**config.mk**
```make
export PLATFORM = sky130hd
export DESIGN_NAME = apb_master_nslave_flat
export DESIGN_NICKNAME = d
export VERILOG_FILES = /design/src/rtl/apb_master_nslave_pkg.sv /design/src/rtl/apb_master_nslave_if.sv /design/src/rtl/apb_master_nslave_decode.sv /design/src/rtl/apb_master_nslave.sv /design/src/flat_wrapper.sv
export SDC_FILE = /design/constraint.sdc
export NUM_CORES = 1
export LEC_CHECK = 0
export ABC_AREA = 1
export CAP_MARGIN = 30
export CORE_AREA = 2 2 103 75
export DETAILED_ROUTE_END_ITERATION = 6
export DIE_AREA = 0 0 105 77
export GPL_ROUTABILITY_DRIVEN = 0
export MAX_ROUTING_LAYER = met4
export PLACE_DENSITY = 0.51
export SKIP_CTS_REPAIR_TIMING = 1
export SYNTH_ARGS = -nofsm -noshare
export SYNTH_HDL_FRONTEND = slang
export SYNTH_SLANG_ARGS = --single-unit
export TNS_END_PERCENT = 5
```
**constraint.sdc**
```tcl
create_clock -name pclk -period 3.5 [get_ports pclk]
set_clock_uncertainty 0.2 [all_clocks]
set_input_delay 0.35 -clock pclk [delete_from_list [all_inputs] [get_ports pclk]]
set_output_delay 0.35 -clock pclk [all_outputs]
set_load 0.02 [all_outputs]
```
**src/rtl/apb_master_nslave_pkg.sv**
```systemverilog
// Shared types for the N-slave APB master bridge.
// State encoding and slave-index width helper.
package apb_pkg;

    typedef enum logic [1:0] {
        IDLE,
        SETUP,
        ACCESS
    } state_t;

    function automatic int sel_width(input int ns);
        return (ns > 1) ? $clog2(ns) : 1;
    endfunction

endpackage

```
**src/rtl/apb_master_nslave_if.sv**
```systemverilog
// APB bus between the bridge and its slaves.
// Slave i owns bits [i*DW +: DW] of prdata.
interface apb_master_nslave_if #(
    parameter int AW = 8,
    parameter int DW = 8,
    parameter int NS = 2
);
    logic [NS-1:0]    psel;
    logic             penable;
    logic             pwrite;
    logic [AW-1:0]    paddr;
    logic [DW-1:0]    pwdata;
    logic [NS*DW-1:0] prdata;
    logic [NS-1:0]    pready;
    logic [NS-1:0]    pslverr;

    modport master (
        output psel, penable, pwrite, paddr, pwdata,
        input  prdata, pready, pslverr
    );

    modport slave (
        input  psel, penable, pwrite, paddr, pwdata,
        output prdata, pready, pslverr
    );
endinterface

```
**src/rtl/apb_master_nslave_decode.sv**
```systemverilog
// Address to one-hot slave select.
// Slave index lives in the top address bits.
module apb_addr_decode
    import apb_pkg::*;
#(
    parameter int AW = 8,
    parameter int NS = 2
) (
    input  logic [AW-1:0] addr,
    output logic [NS-1:0] sel,
    output logic          valid
);
    localparam int SW = sel_width(NS);

    logic [SW-1:0] idx;
    logic          unused_lo;

    assign idx       = addr[AW-1 -: SW];
    assign unused_lo = ^addr[AW-SW-1:0];

    always_comb begin
        sel   = '0;
        valid = 32'(idx) < 32'(NS);
        for (int i = 0; i < NS; i++) begin
            sel[i] = valid && (32'(idx) == 32'(i));
        end
    end
endmodule

```
**src/rtl/apb_master_nslave.sv**
```systemverilog
// APB3 master bridge towards NS slaves with wait states,
// slave error, access timeout and done/error status.
module apb_master_nslave
    import apb_pkg::*;
#(
    parameter int AW        = 8,
    parameter int DW        = 8,
    parameter int NS        = 2,
    parameter int TO_CYCLES = 16
) (
    input  logic                pclk,
    input  logic                presetn,
    input  logic                transfer,
    input  logic                read_write,
    input  logic [AW-1:0]       apb_write_paddr,
    input  logic [DW-1:0]       apb_write_data,
    input  logic [AW-1:0]       apb_read_paddr,
    output logic [DW-1:0]       apb_read_data_out,
    output logic                done,
    output logic                error,
    output logic                busy,
    apb_master_nslave_if.master bus
);
    localparam int CW = $clog2(TO_CYCLES + 1);

    state_t        state_q, state_d;
    logic [AW-1:0] addr_q, addr_d, req_addr;
    logic [DW-1:0] wdata_q, wdata_d;
    logic [DW-1:0] rdata_q, rdata_d, rd_mux;
    logic [NS-1:0] sel_q, sel_d, req_sel;
    logic [CW-1:0] cnt_q, cnt_d;
    logic          wr_q, wr_d;
    logic          done_q, done_d;
    logic          err_q, err_d;
    logic          req_ok, capture, rdy, slv_err;

    assign req_addr = read_write ? apb_read_paddr : apb_write_paddr;

    apb_addr_decode #(
        .AW(AW),
        .NS(NS)
    ) u_dec (
        .addr (req_addr),
        .sel  (req_sel),
        .valid(req_ok)
    );

    // Unselected slaves are masked out of the response
    assign rdy     = |(bus.pready & sel_q);
    assign slv_err = |(bus.pslverr & sel_q);

    always_comb begin
        rd_mux = '0;
        for (int i = 0; i < NS; i++) begin
            if (sel_q[i]) rd_mux = rd_mux | bus.prdata[i*DW +: DW];
        end
    end

    always_comb begin
        state_d = state_q;
        addr_d  = addr_q;
        wdata_d = wdata_q;
        wr_d    = wr_q;
        sel_d   = sel_q;
        cnt_d   = cnt_q;
        rdata_d = rdata_q;
        done_d  = 1'b0;
        err_d   = 1'b0;
        capture = 1'b0;
        unique case (state_q)
            IDLE: begin
                if (transfer && req_ok) begin
                    capture = 1'b1;
                    state_d = SETUP;
                end else if (transfer) begin
                    done_d = 1'b1;
                    err_d  = 1'b1;
                end
            end
            SETUP: state_d = ACCESS;
            ACCESS: begin
                if (rdy) begin
                    done_d = 1'b1;
                    err_d  = slv_err;
                    if (!wr_q && !slv_err) rdata_d = rd_mux;
                    if (transfer && req_ok) begin
                        capture = 1'b1;
                        state_d = SETUP;
                    end else begin
                        state_d = IDLE;
                    end
                end else if (cnt_q == CW'(TO_CYCLES - 1)) begin
                    done_d  = 1'b1;
                    err_d   = 1'b1;
                    state_d = IDLE;
                end else begin
                    cnt_d = cnt_q + 1'b1;
                end
            end
            default: state_d = IDLE;
        endcase
        if (capture) begin
            addr_d  = req_addr;
            wr_d    = !read_write;
            wdata_d = apb_write_data;
            sel_d   = req_sel;
            cnt_d   = '0;
        end
    end

    always_ff @(posedge pclk or negedge presetn) begin
        if (!presetn) begin
            state_q <= IDLE;
            addr_q  <= '0;
            wdata_q <= '0;
            wr_q    <= 1'b0;
            sel_q   <= '0;
            cnt_q   <= '0;
            rdata_q <= '0;
            done_q  <= 1'b0;
            err_q   <= 1'b0;
        end else begin
            state_q <= state_d;
            addr_q  <= addr_d;
            wdata_q <= wdata_d;
            wr_q    <= wr_d;
            sel_q   <= sel_d;
            cnt_q   <= cnt_d;
            rdata_q <= rdata_d;
            done_q  <= done_d;
            err_q   <= err_d;
        end
    end

    assign bus.psel          = (state_q != IDLE) ? sel_q : '0;
    assign bus.penable       = (state_q == ACCESS);
    assign bus.pwrite        = wr_q;
    assign bus.paddr         = addr_q;
    assign bus.pwdata        = wdata_q;
    assign busy              = (state_q != IDLE);
    assign done              = done_q;
    assign error             = err_q;
    assign apb_read_data_out = rdata_q;
endmodule
```
**src/flat_wrapper.sv**
```systemverilog
// flat-port wrapper written by rule: the top's interface ports become plain ports
module apb_master_nslave_flat import apb_pkg::*;
#(
    parameter int AW        = 8,
    parameter int DW        = 8,
    parameter int NS        = 2,
    parameter int TO_CYCLES = 16
)
  (pclk, presetn, transfer, read_write, apb_write_paddr, apb_write_data, apb_read_paddr, apb_read_data_out, done, error, busy, bus_psel, bus_penable, bus_pwrite, bus_paddr, bus_pwdata, bus_prdata, bus_pready, bus_pslverr);
  apb_master_nslave_if #(.AW(AW), .DW(DW), .NS(NS)) bus_i ();
  input  logic pclk;
  input  logic presetn;
  input  logic transfer;
  input  logic read_write;
  input  logic [AW-1:0] apb_write_paddr;
  input  logic [DW-1:0] apb_write_data;
  input  logic [AW-1:0] apb_read_paddr;
  output logic [DW-1:0] apb_read_data_out;
  output logic done;
  output logic error;
  output logic busy;
  output wire logic [$bits(bus_i.psel)-1:0] bus_psel;
  output wire logic [$bits(bus_i.penable)-1:0] bus_penable;
  output wire logic [$bits(bus_i.pwrite)-1:0] bus_pwrite;
  output wire logic [$bits(bus_i.paddr)-1:0] bus_paddr;
  output wire logic [$bits(bus_i.pwdata)-1:0] bus_pwdata;
  input wire logic [$bits(bus_i.prdata)-1:0] bus_prdata;
  input wire logic [$bits(bus_i.pready)-1:0] bus_pready;
  input wire logic [$bits(bus_i.pslverr)-1:0] bus_pslverr;
  assign bus_psel = bus_i.psel;
  assign bus_penable = bus_i.penable;
  assign bus_pwrite = bus_i.pwrite;
  assign bus_paddr = bus_i.paddr;
  assign bus_pwdata = bus_i.pwdata;
  assign bus_i.prdata = bus_prdata;
  assign bus_i.pready = bus_pready;
  assign bus_i.pslverr = bus_pslverr;
  apb_master_nslave #(.AW(AW), .DW(DW), .NS(NS), .TO_CYCLES(TO_CYCLES)) u_core (.pclk(pclk), .presetn(presetn), .transfer(transfer), .read_write(read_write), .apb_write_paddr(apb_write_paddr), .apb_write_data(apb_write_data), .apb_read_paddr(apb_read_paddr), .apb_read_data_out(apb_read_data_out), .done(done), .error(error), .busy(busy), .bus(bus_i));
endmodule
```
---- Word-level counts from Yosys, hierarchy flattened ----
Cells that the tools add are included.
storage, ports and cells
  flip-flop bits (word level) ............. 36
  word-level logic and storage cells ...... 54
operators by class
  $add $sub $neg .......................... 1
  equality and inequality tests ........... 7
  multiplexer cells ....................... 21
  bitwise logic cells ..................... 4
  reductions and logical operators ........ 12
operators with widths
  kind                   count
  $mux W8                3
  $mux W5                4
  $mux W1                8
  $mux W2                4
  $or A8 B8 Y8           1
  $pmux W2 S3            1
  $reduce_and A3 Y1      2
  $add A5 B1 Y5 const B  1
  $eq A5 B4 Y1 const B   1
  $and A2 B2 Y2          2
  $ne A2 B1 Y1 const B   2
  $reduce_bool A2 Y1     2
  $reduce_or A2 Y1       2
  $logic_not A1 Y1       3
  $ne A3 B1 Y1 const B   1
  $eq A2 B1 Y1 const B   1
  $eq A2 B2 Y1 const B   1
  $logic_not A2 Y1       1
  $ne A2 B2 Y1 const B   1
  $pmux W1 S2            1
  $reduce_and A2 Y1      1
  $logic_and A1 B1 Y1    1
  $not A1 Y1             1

---- Logic depth before layout (Yosys ltp) ----
  depth in word-level cells ............... 6
  gate-level depth with buffers ........... 8
  mapped depth without buffers ............ 8

---- By module ----
A second synthesis with hierarchy kept.
unflattened totals
  cell total of the unflattened synthesis .. 200
  area, all modules ....................... 1,853.0 um^2
modules (own cells, without submodules)
  module             instances  cells each  area each (um^2)
  apb_master_nslave  1          196         1,830.5
  apb_addr_decode    1          4           22.5

---- Worst setup path after synthesis ----
OpenSTA, ideal clock, no wires.
  kind .................................... reg-to-reg
  start ................................... register u_core.cnt_q[0]
  end ..................................... register u_core.cnt_q[0]
  library setup time ...................... 66 ps
  arrival ................................. 1,410 ps
  path slack .............................. 1,824 ps
  stages on the path, launching flop included .. 9
  buffers on the path ..................... 0
  period minus slack after synthesis ...... 1,676 ps
  path through ............................ dfrtp_1 ha_1 nand2_1 nor2_1 ha_1 nand3b_1 nor2_1 nand3_1 nand2_1
between the ends
  word-level cells in the longest chain between the ends .. 5
  elaborated cells on any way between the ends .. 8
ends and longest elaborated chain
  item                    line                      source
  from (decl)             apb_master_nslave.sv:31   logic [CW-1:0] cnt_q, cnt_d;
  from (signal assigned)  apb_master_nslave.sv:128  cnt_q <= cnt_d;
  $add A5 B1 Y5           apb_master_nslave.sv:97   cnt_d = cnt_q + 1'b1;
  $mux W5                 apb_master_nslave.sv:92   end else if (cnt_q == CW'(TO_CYCLES - 1)) begin
  $mux W5                 apb_master_nslave.sv:82   if (rdy) begin
  $mux W5                 apb_master_nslave.sv:70   unique case (state_q)
  $mux W5                 apb_master_nslave.sv:102  if (capture) begin
Several ways; a longest one is shown, not always the timed one. The select of a mux whose other input is x is not followed.
A chain may end at the register's enable or synchronous reset.

==> metrics <==
outcome=finished with violations; failing checks=negative hold slack; GRT Total Usage=0.126; n_diodes=0; Setup TNS=0 ns; max-cap viol count=0; fmax=445 MHz; global-route wire length before repair=7850 um; final net count=354; initial antenna violation count=0; Synth Area in XOR/XNOR=0.00506; mapped cell area=1730 um^2; CTS sink cnt=35; worst reg2reg path depth=8; largest area contributor in the netlist=dfrtp_1; First DRT Iteration DRCs=51; layout cells sized above 1=0.0559; post-synthesis mux area share=0; vias in the first global route=1601; cell area power density=763 nW/um^2; largest net degree at the start of global routing=36; Fillers=773; crit-path max cell delay=0.60 ns; CP required=2.95 ns; Synth Area in Compound Gates=0.0210; cell breakdown of the critical path=inv_1 > nor2_1 > clkdlybuf4s50_1; CP Max Fanout=12; syn_nets=276; routed vias=1639; max-slew violations=0; die height=77 um; Yosys top cell area share=0.506; RSZ-0062 raised after global routing=false; simple logic cell fraction of the synthesized area=0.390; Final min period=2.25 ns; Synth Area per Inst=7.66 um^2; DP HPWL=3470 um; Ports=79; Critical R2R Launch=u_core.cnt_q[0]$_DFFE_PN0P_; Pre-antenna DRT Iters=4; # setup viols final=0; most frequent cells in the layout=nand2_1, clkdlybuf4s50_1, dfrtp_1; worst-case hold slack=-0.0538 ns; Synth Register Bits=35; commonest non-fill, non-tap cell in the layout=nand2_1; Rows=26; Cells after Synth=226; port buffer count=78; main combinational cell family by area after synthesis=simple AND/OR/NAND/NOR gates; synth-to-layout area growth=54.7%; Worst VDD drop=0.222 mV; CTS buffer count=5; TritonCTS clock tree=built; clock latency on the worst-skew pair=0.28 ns; synth top area cells=dfrtp_1, nand2_1, nand3_1, inv_1, nand2_4; Reg clk slew, reported paths=0.07 ns; grt ovf=0; worst hold path type=input port to asynchronous set/reset pin; RR Endpoint=u_core.cnt_q[2]$_DFFE_PN0P_; vias per inst=4.08; register area share after synthesis=0.506; Synthesis Warnings=0; adder-cell share of the synthesized area=0.0145; CTS Buffer Depth=2; Worst setup EP type=output port; Clk Tree Root Cell=clkbuf_8; reg2reg setup slack=1.56 ns; final worst-path cycle share=0.643; drt wl/cell=11.7 um; htree depth=2; Post-Route WL=4700 um; DIE WIDTH=105 um; Slew @ Worst Pin=0.791 ns; final hold viol count=35; DIE AREA=8090 um^2; slowest CP cell=clkdlybuf4s50_1; Arr. time, crit path=1.70 ns; Max-slew headroom=0.473; antenna-violating nets left=0; Core ar.=7090 um^2; post-synthesis cell type count=19; DRC=0; Initial Util=0.244; Tot Pwr=0.00204 W; critical path type=flop to output port; LEAKAGE=1.36 nW; type of origin of the critical path=flop
==> cell usage after synthesis <==
cell      count
a21oi_4       1
buf_2         2
buf_4         3
buf_6         2
dfrtp_1      35
ha_1          2
inv_1        13
inv_4         1
nand2_1     127
nand2_2       3
nand2_4       3
nand3_1      17
nand3_2       1
nand3b_1      1
nand4_1       1
nor2_1        8
nor2_2        1
o21ai_0       4
xor2_1        1
==> kinds of logic after synthesis <==
family / count (synthesis)
buffers and inverters: 21
flip-flops: 35
adder cells (fa/ha/maj): 2
AO/OA/AOI/OAI: 5
XOR/XNOR: 1
AND/OR/NAND/NOR: 162
==> worst max-delay path by stage <==
| stage | slack [ns] | to | start | depth (start not counted) |
|---|---|---|---|---|
| floorplan | 1.82 | u_core.cnt_q[0]$_DFFE_PN0P_ | u_core.cnt_q[0]$_DFFE_PN0P_ | 8 |
| global placement | 1.52 | u_core.bus.paddr[7]$_DFFE_PN0P_ | read_write | 6 |
| detailed placement | 1.51 | u_core.bus.paddr[7]$_DFFE_PN0P_ | read_write | 6 |
| CTS | 1.23 | bus_psel[1] | u_core.bus.paddr[7]$_DFFE_PN0P_ | 3 |
| global route | 1.15 | bus_psel[1] | u_core.bus.paddr[7]$_DFFE_PN0P_ | 3 |
| finish | 1.25 | bus_psel[1] | u_core.bus.paddr[7]$_DFFE_PN0P_ | 3 |
==> report_power, final <==
| part | total, W | switching (W) | internal, W |
|---|---|---|---|
| Combinational | 0.000987 | 0.000546 | 0.000441 |
| Clock | 0.000351 | 0.000142 | 0.000209 |
| Sequential | 0.000705 | 0.000136 | 0.000569 |
| Total | 0.00204 | 0.000825 | 0.00122 |
==> through the flow <==
step / cell area, um^2 / cells / util / setup slack (ns) / hold WS, ns
floorplan: 1730 / 226 / - / 1.82 / -0.146
global placement: 2570 / 395 / 0.363 / 1.52 / 0.256
detailed placement: 2570 / 395 / 0.363 / 1.51 / 0.259
CTS: 2680 / 402 / 0.377 / 1.23 / -0.0253
global route: 2680 / 402 / 0.377 / 1.15 / 0.0112
finish: 2680 / 402 / 0.377 / 1.25 / -0.0538
==> critical path: cells and delay by family, from the launching register on <==
family,cells,cell delay [ns]
buffers and inverters,2,0.70
AND/OR/NAND/NOR,1,0.12
flip-flops,1,0.59
==> per-layer routing <==
| metal | GRT usage | vias up | share of wire |
|---|---|---|---|
| met2 | 0.184 | 44 | 0.44 |
| li1 | - | 845 | - |
| met5 | - | - | 0 |
| met1 | 0.167 | 742 | 0.49 |
| met3 | 0.0374 | 8 | 0.063 |
| met4 | 0.0400 | 0 | 0.014 |
==> state kept, by name, summed over array words and instances, names as in the netlist <==
register and count:
u_core.bus.pwrite 1, u_core.cnt_q 5, u_core.error 1, u_core.bus.pwdata 8, u_core.sel_q 1, u_core.bus.paddr 8, u_core.state_q 2, u_core.apb_read_data_out 8
u_core.done 1
==> area by class of cell <==
cell class | count | area, um^2 | area share
clock buffer | 6 | 72.6 | 0.0271
clock inverter | 1 | 30.0 | 0.0112
inverter | 14 | 55.1 | 0.0206
multi-input combinational | 170 | 744 | 0.278
sequential | 35 | 876 | 0.327
tap | 98 | 123 | 0.0458
timing repair buffer | 78 | 776 | 0.290
No activity file was read; power rests on OpenSTA's default activity.
